<file path="src/rtl/bht_scheduler.sv">
// bht_scheduler: arbitrates a single-port BHT between fetch lookups and queued ROB counter updates.
`timescale 1ns/1ps
module bht_scheduler #(
  parameter int IDX_W      = 8,
  parameter int FIFO_DEPTH = 4,
  parameter int STARVE_MAX = 3
) (
  input  logic             clk,
  input  logic             rst,
  input  logic             rdy,
  input  logic             if_req_valid,
  input  logic [IDX_W-1:0] if_req_idx,
  output logic             if_req_ready,
  output logic             if_rsp_valid,
  output logic             if_rsp_taken,
  input  logic             flush,
  input  logic             rob_upd_valid,
  input  logic [IDX_W-1:0] rob_upd_idx,
  input  logic             rob_upd_taken,
  output logic             rob_upd_ready,
  output logic             bht_en,
  output logic             bht_we,
  output logic [IDX_W-1:0] bht_addr,
  output logic [1:0]       bht_wdata,
  input  logic [1:0]       bht_rdata
);
  localparam int PW = $clog2(FIFO_DEPTH);
  localparam int SW = (STARVE_MAX > 0) ? $clog2(STARVE_MAX + 1) : 1;
  typedef enum logic {IDLE, UPD_WR} state_t;
  state_t           r_state;
  logic [IDX_W:0]   r_mem [FIFO_DEPTH];
  logic [PW-1:0]    r_wptr, r_rptr;
  logic [PW:0]      r_cnt;
  logic [SW-1:0]    r_starve;
  logic             r_rsp_valid;
  logic             w_full, w_nempty, w_grant, w_ready, w_accept, w_push, w_wr, w_head_tk;
  logic [IDX_W-1:0] w_head_idx;
  logic [1:0]       w_inc, w_dec;
  assign {w_head_idx, w_head_tk} = r_mem[r_rptr];
  assign w_full   = r_cnt == (PW+1)'(FIFO_DEPTH);
  assign w_nempty = r_cnt != '0;
  assign w_wr     = rdy && r_state == UPD_WR;
  assign w_grant  = rdy && r_state == IDLE && w_nempty &&
                    (w_full || r_starve == SW'(STARVE_MAX) || !if_req_valid);
  // rst gating keeps every handshake and port output low while reset is held
  assign w_ready  = rst && rdy && r_state == IDLE && !w_grant;
  assign w_accept = if_req_valid && w_ready;
  assign w_push   = rob_upd_valid && rob_upd_ready;
  assign w_inc    = bht_rdata == 2'd3 ? 2'd3 : bht_rdata + 2'd1;
  assign w_dec    = bht_rdata == 2'd0 ? 2'd0 : bht_rdata - 2'd1;
  assign if_req_ready  = w_ready;
  assign rob_upd_ready = rst && rdy && !w_full;
  assign if_rsp_valid  = r_rsp_valid;
  assign if_rsp_taken  = r_rsp_valid && bht_rdata[1];
  assign bht_en    = w_accept || w_grant || w_wr;
  assign bht_we    = w_wr;
  assign bht_addr  = (w_grant || w_wr) ? w_head_idx : w_accept ? if_req_idx : '0;
  assign bht_wdata = w_wr ? (w_head_tk ? w_inc : w_dec) : 2'd0;
  always_ff @(posedge clk or negedge rst) begin
    if (!rst) begin
      r_state     <= IDLE;
      r_wptr      <= '0;
      r_rptr      <= '0;
      r_cnt       <= '0;
      r_starve    <= '0;
      r_rsp_valid <= 1'b0;
    end else if (rdy) begin
      r_state     <= w_grant ? UPD_WR : IDLE;
      r_rsp_valid <= w_accept && !flush;
      r_wptr      <= w_push ? r_wptr + PW'(1) : r_wptr;
      r_rptr      <= w_wr ? r_rptr + PW'(1) : r_rptr;
      r_cnt       <= r_cnt + (PW+1)'(w_push) - (PW+1)'(w_wr);
      r_starve    <= (w_grant || !w_nempty) ? '0 :
                     (w_accept && r_starve != SW'(STARVE_MAX)) ? r_starve + SW'(1) : r_starve;
    end
  end
  always_ff @(posedge clk) begin
    if (w_push) r_mem[r_wptr] <= {rob_upd_idx, rob_upd_taken};
  end
endmodule

</file>
<file path="config.mk">
export PLATFORM = sky130hd
export DESIGN_NAME = bht_scheduler
export DESIGN_NICKNAME = d
export VERILOG_FILES = /design/src/rtl/bht_scheduler.sv
export SDC_FILE = /design/constraint.sdc
export NUM_CORES = 1
export LEC_CHECK = 0
export CORE_MARGIN = 4
export CORE_UTILIZATION = 53
export CTS_BUF_LIST = sky130_fd_sc_hd__clkbuf_4
export CTS_CLUSTER_SIZE = 14
export DETAILED_ROUTE_END_ITERATION = 12
export GPL_TIMING_DRIVEN = 0
export PLACE_DENSITY = 0.78
export SYNTH_ARGS = -nofsm -noshare
export SYNTH_HDL_FRONTEND = slang
export SYNTH_SLANG_ARGS = --single-unit
</file>
<file path="constraint.sdc">
create_clock -name clk -period 3.11 [get_ports clk]
set_input_delay 0.622 -clock clk [delete_from_list [all_inputs] [get_ports clk]]
set_output_delay 0.622 -clock clk [all_outputs]
set_load 0.005 [all_outputs]
</file>
==> results.toml <==
[synthesis]
syn_area_um2 = 2165
ys.flop_type = "edfxtp_1"
yosysWarnings = 0
synth_most_common_cell = "edfxtp_1"
ys_seq_area_share_pct = 62.66
synth_area_leaders = "edfxtp_1 (50%), dfrtp_1 (13%), mux4_2 (9.4%)"
syn_area_per_cell_um2 = 14.73
synth_nets = 180
synth_edf_count = 36
ys_ff_latch = 47
synth_largest_area_cell = "edfxtp_1"
async_flop_share_pct = 23.40
synth_top_cell_area_share_pct = 49.94
syn_inst = 147
synth.distinct_cells = 33
synthTopCellsByCount = "edfxtp_1 (36), inv_1 (24), dfrtp_1 (11)"

[global_routing]
use_met1_pct = 22.71
antenna_found_initial = 0
grt_pass1_vias = 1493
grt_overflow = 0
grt_pass1_wl_mm = 7.231
busiest_layer = "met2"
use_met2_pct = 32.65
grt_util_met3_pct = 3.740
grtUsageTotal_pct = 18.66
grt_start_max_net_pins = 16

[finish]
area_growth_pct = 26.18
finalNetCount = 231
seq_area_um2 = 1356
diodes = 0
fill_cells = 266
multi_input_area_um2 = 693.2
drive_gt1_share_pct = 17.09
final_cells = 247

[power_and_ir_drop]
swShare_pct = 31.53
total_leakage_power_nw = 1.064
p_per_area_nw_per_um2 = 680.5
seqPwrFrac_pct = 45.3
clockPowerShare_pct = 15.9
vdd_drop_max_mv = 0.4049
comb_power_share_pct = 38.8
p_int_mw = 1.273
p_switching_mw = 0.5860

[timing]
fmax_ghz = 0.3401
finalCritPeriodShare_pct = 94.54
maxSlewHeadroom_pct = 63.28
drv_slew = 0
worst_pin_slew_ns = 0.5438
rsz0062_at_grt = "false"
fin_hold_ws_ns = 0.2302
finalSetupViolations = 0
period_needed_ns = 2.940
skew_ns = 0.01197
timing.final.hold_violations = 0
setup_tns_ns = 0

[floorplan]
rows = 22
die_y_um = 71.91
io_pins = 41
core_area_um2 = 3799
die_area_um2 = 5170
die_width_um = 71.91
start_util_pct = 56.98

[route]
route.detailed.drc = 0
routedWlPerCell_um = 17.53
drt_wl_total_mm = 4.330
drt-initial-drc-count = 87
vias_per_cell = 5.591
vias = 1381
drt_first_pass_iters = 4
ant_nets = 0

[placement]
portBuffers = 40
hpwl_mm = 3.039
place_congestion = 0.7304
dp.cells = 235

[clock_tree]
clkTransAtPathRegs_ns = 0.13
clk_latency_ns = 0.37
cts_tree = "done"
cts_sinks = 47
cts_max_level = 2
root_buffer = "clkbuf_4"
clk_path_buf_depth = 2
cts_inserted_buffers = 5
ctsHoldBuffers = 0

[setup_path]
cp-end-kind = "output pin"
worst-setup-path-type = "input pin to output pin"
crit_slowest_cell = "clkdlybuf4s50_1"
path_cells = "clkdlybuf4s18_2 -> and3b_2 -> nand4_1 -> buf_4 -> o22ai_1 -> clkdlybuf4s50_1"
startpoint_type = "input pin"
arrival_ns = 2.32
max_stage_delay_ns = 0.53
required_ns = 2.49
crit_path_max_fanout = 15

[min_path]
min_path_type = "input pin to async pin"

[status]
status = "complete, no violations"

[job]
cap_violations = 0
## cells in the final DEF, fill, tap and decap left out, drive strengths merged
cell type / synthesis / final
nand2: 6 / 6
o21ai: 3 / 3
o311ai: 2 / 2
ha: 7 / 7
clkbuf: 0 / 6
mux2: 3 / 3
and3: 1 / 1
nor3b: 1 / 1
clkdlybuf4s18: 0 / 1
nor2: 3 / 3
o21a: 1 / 1
and2: 5 / 5
a22o: 1 / 1
nand4: 1 / 1
and4: 1 / 1
fa: 1 / 1
or4: 1 / 1
nand2b: 3 / 3
mux4: 9 / 9
o22ai: 9 / 9
and3b: 1 / 1
dlymetal6s2s: 0 / 1
edfxtp: 36 / 36
inv: 24 / 25
dfrtp: 11 / 11
a21oi: 3 / 3
buf: 5 / 9
o31ai: 2 / 2
or3b: 1 / 1
clkdlybuf4s50: 0 / 38
nor3: 1 / 1
xor2: 1 / 1
clkinvlp: 0 / 1
xnor2: 4 / 4
## registers in the layout (all words and copies together) (netlist names)
signal,count
if_rsp_valid,1
r_cnt,3
r_mem,36
r_rptr,2
r_starve,2
r_state,1
r_wptr,2
## cell type report
cell class	instances	area share [%]
clock buffer	6	1.649
timing repair buffer	44	15.85
sequential	47	49.66
inverter	24	3.298
tap	48	2.199
clock inverter	2	0.5955
multi-input combinational	71	25.38
buffer	5	1.374
## what timing repair did
action,in CTS,in global routing
buffers inserted,2,2
setup endpoints to repair,9,7
pin swaps,1,1
resized for setup,5,3
## layer usage
metal	share of wire (%)	vias up
li1	-	632
met1	37	702
met2	56	40
met4	1.6	0
met3	5.3	7
met5	0	-
## power groups by stage
stage               Combinational, mW  Sequential [mW]  Clock, mW
finish                          0.722            0.842      0.295
global route                    0.803            0.856      0.328
CTS                             0.717            0.842      0.301
detailed placement              0.704            0.855          0
global placement                0.679            0.844          0
floorplan                       0.465            0.833          0
## final timing paths
path	from	end	slack, ns	cells past startpoint
max in group asynchronous	rst	r_state	2.64	1
worst max register to register	r_cnt[1]	r_cnt[2]	0.47	13
min in group clk	r_starve[1]	r_starve[1]	0.54	1
worst min-delay path	rst	r_starve[0]	0.23	1
worst min register to register	r_starve[1]	r_starve[1]	0.54	1
worst max-delay path	rst	bht_addr[7]	0.17	6
## critical path, delay by kind of cell
kind / cells / cell delay [ns]
buf+inv: 3 / 1.12
compound gates: 1 / 0.20
simple gates: 2 / 0.37
## metrics by stage
| step | power, mW | instance area [µm²] | worst slack, ns | util (%) |
|---|---|---|---|---|
| 6_report | 1.859 | 2731 | 0.1697 | 71.90 |
| 2_1_floorplan | 1.299 | 2165 | 0.6054 | - |
| 5_1_grt | 1.987 | 2731 | 0.02015 | 71.90 |
| 3_5_place_dp | 1.560 | 2625 | -0.7400 | 69.10 |
| 3_3_place_gp | 1.523 | 2625 | -0.6843 | 69.10 |
| 4_1_cts | 1.861 | 2714 | 0.07262 | 71.44 |
## kinds of logic (layout without fill, tap and decap cells)
logic type / after synthesis / in the layout / share of synthesized area [%]
AO/OA/AOI/OAI: 21 / 21 / 6.589
XOR/XNOR: 5 / 5 / 2.023
adder cells (fa/ha/maj): 8 / 8 / 4.971
buffers and inverters: 29 / 81 / 5.838
flip-flops: 47 / 47 / 62.66
multiplexers: 12 / 12 / 11.10
AND/OR/NAND/NOR: 25 / 25 / 6.821
(Power assumes the default switching activity.)
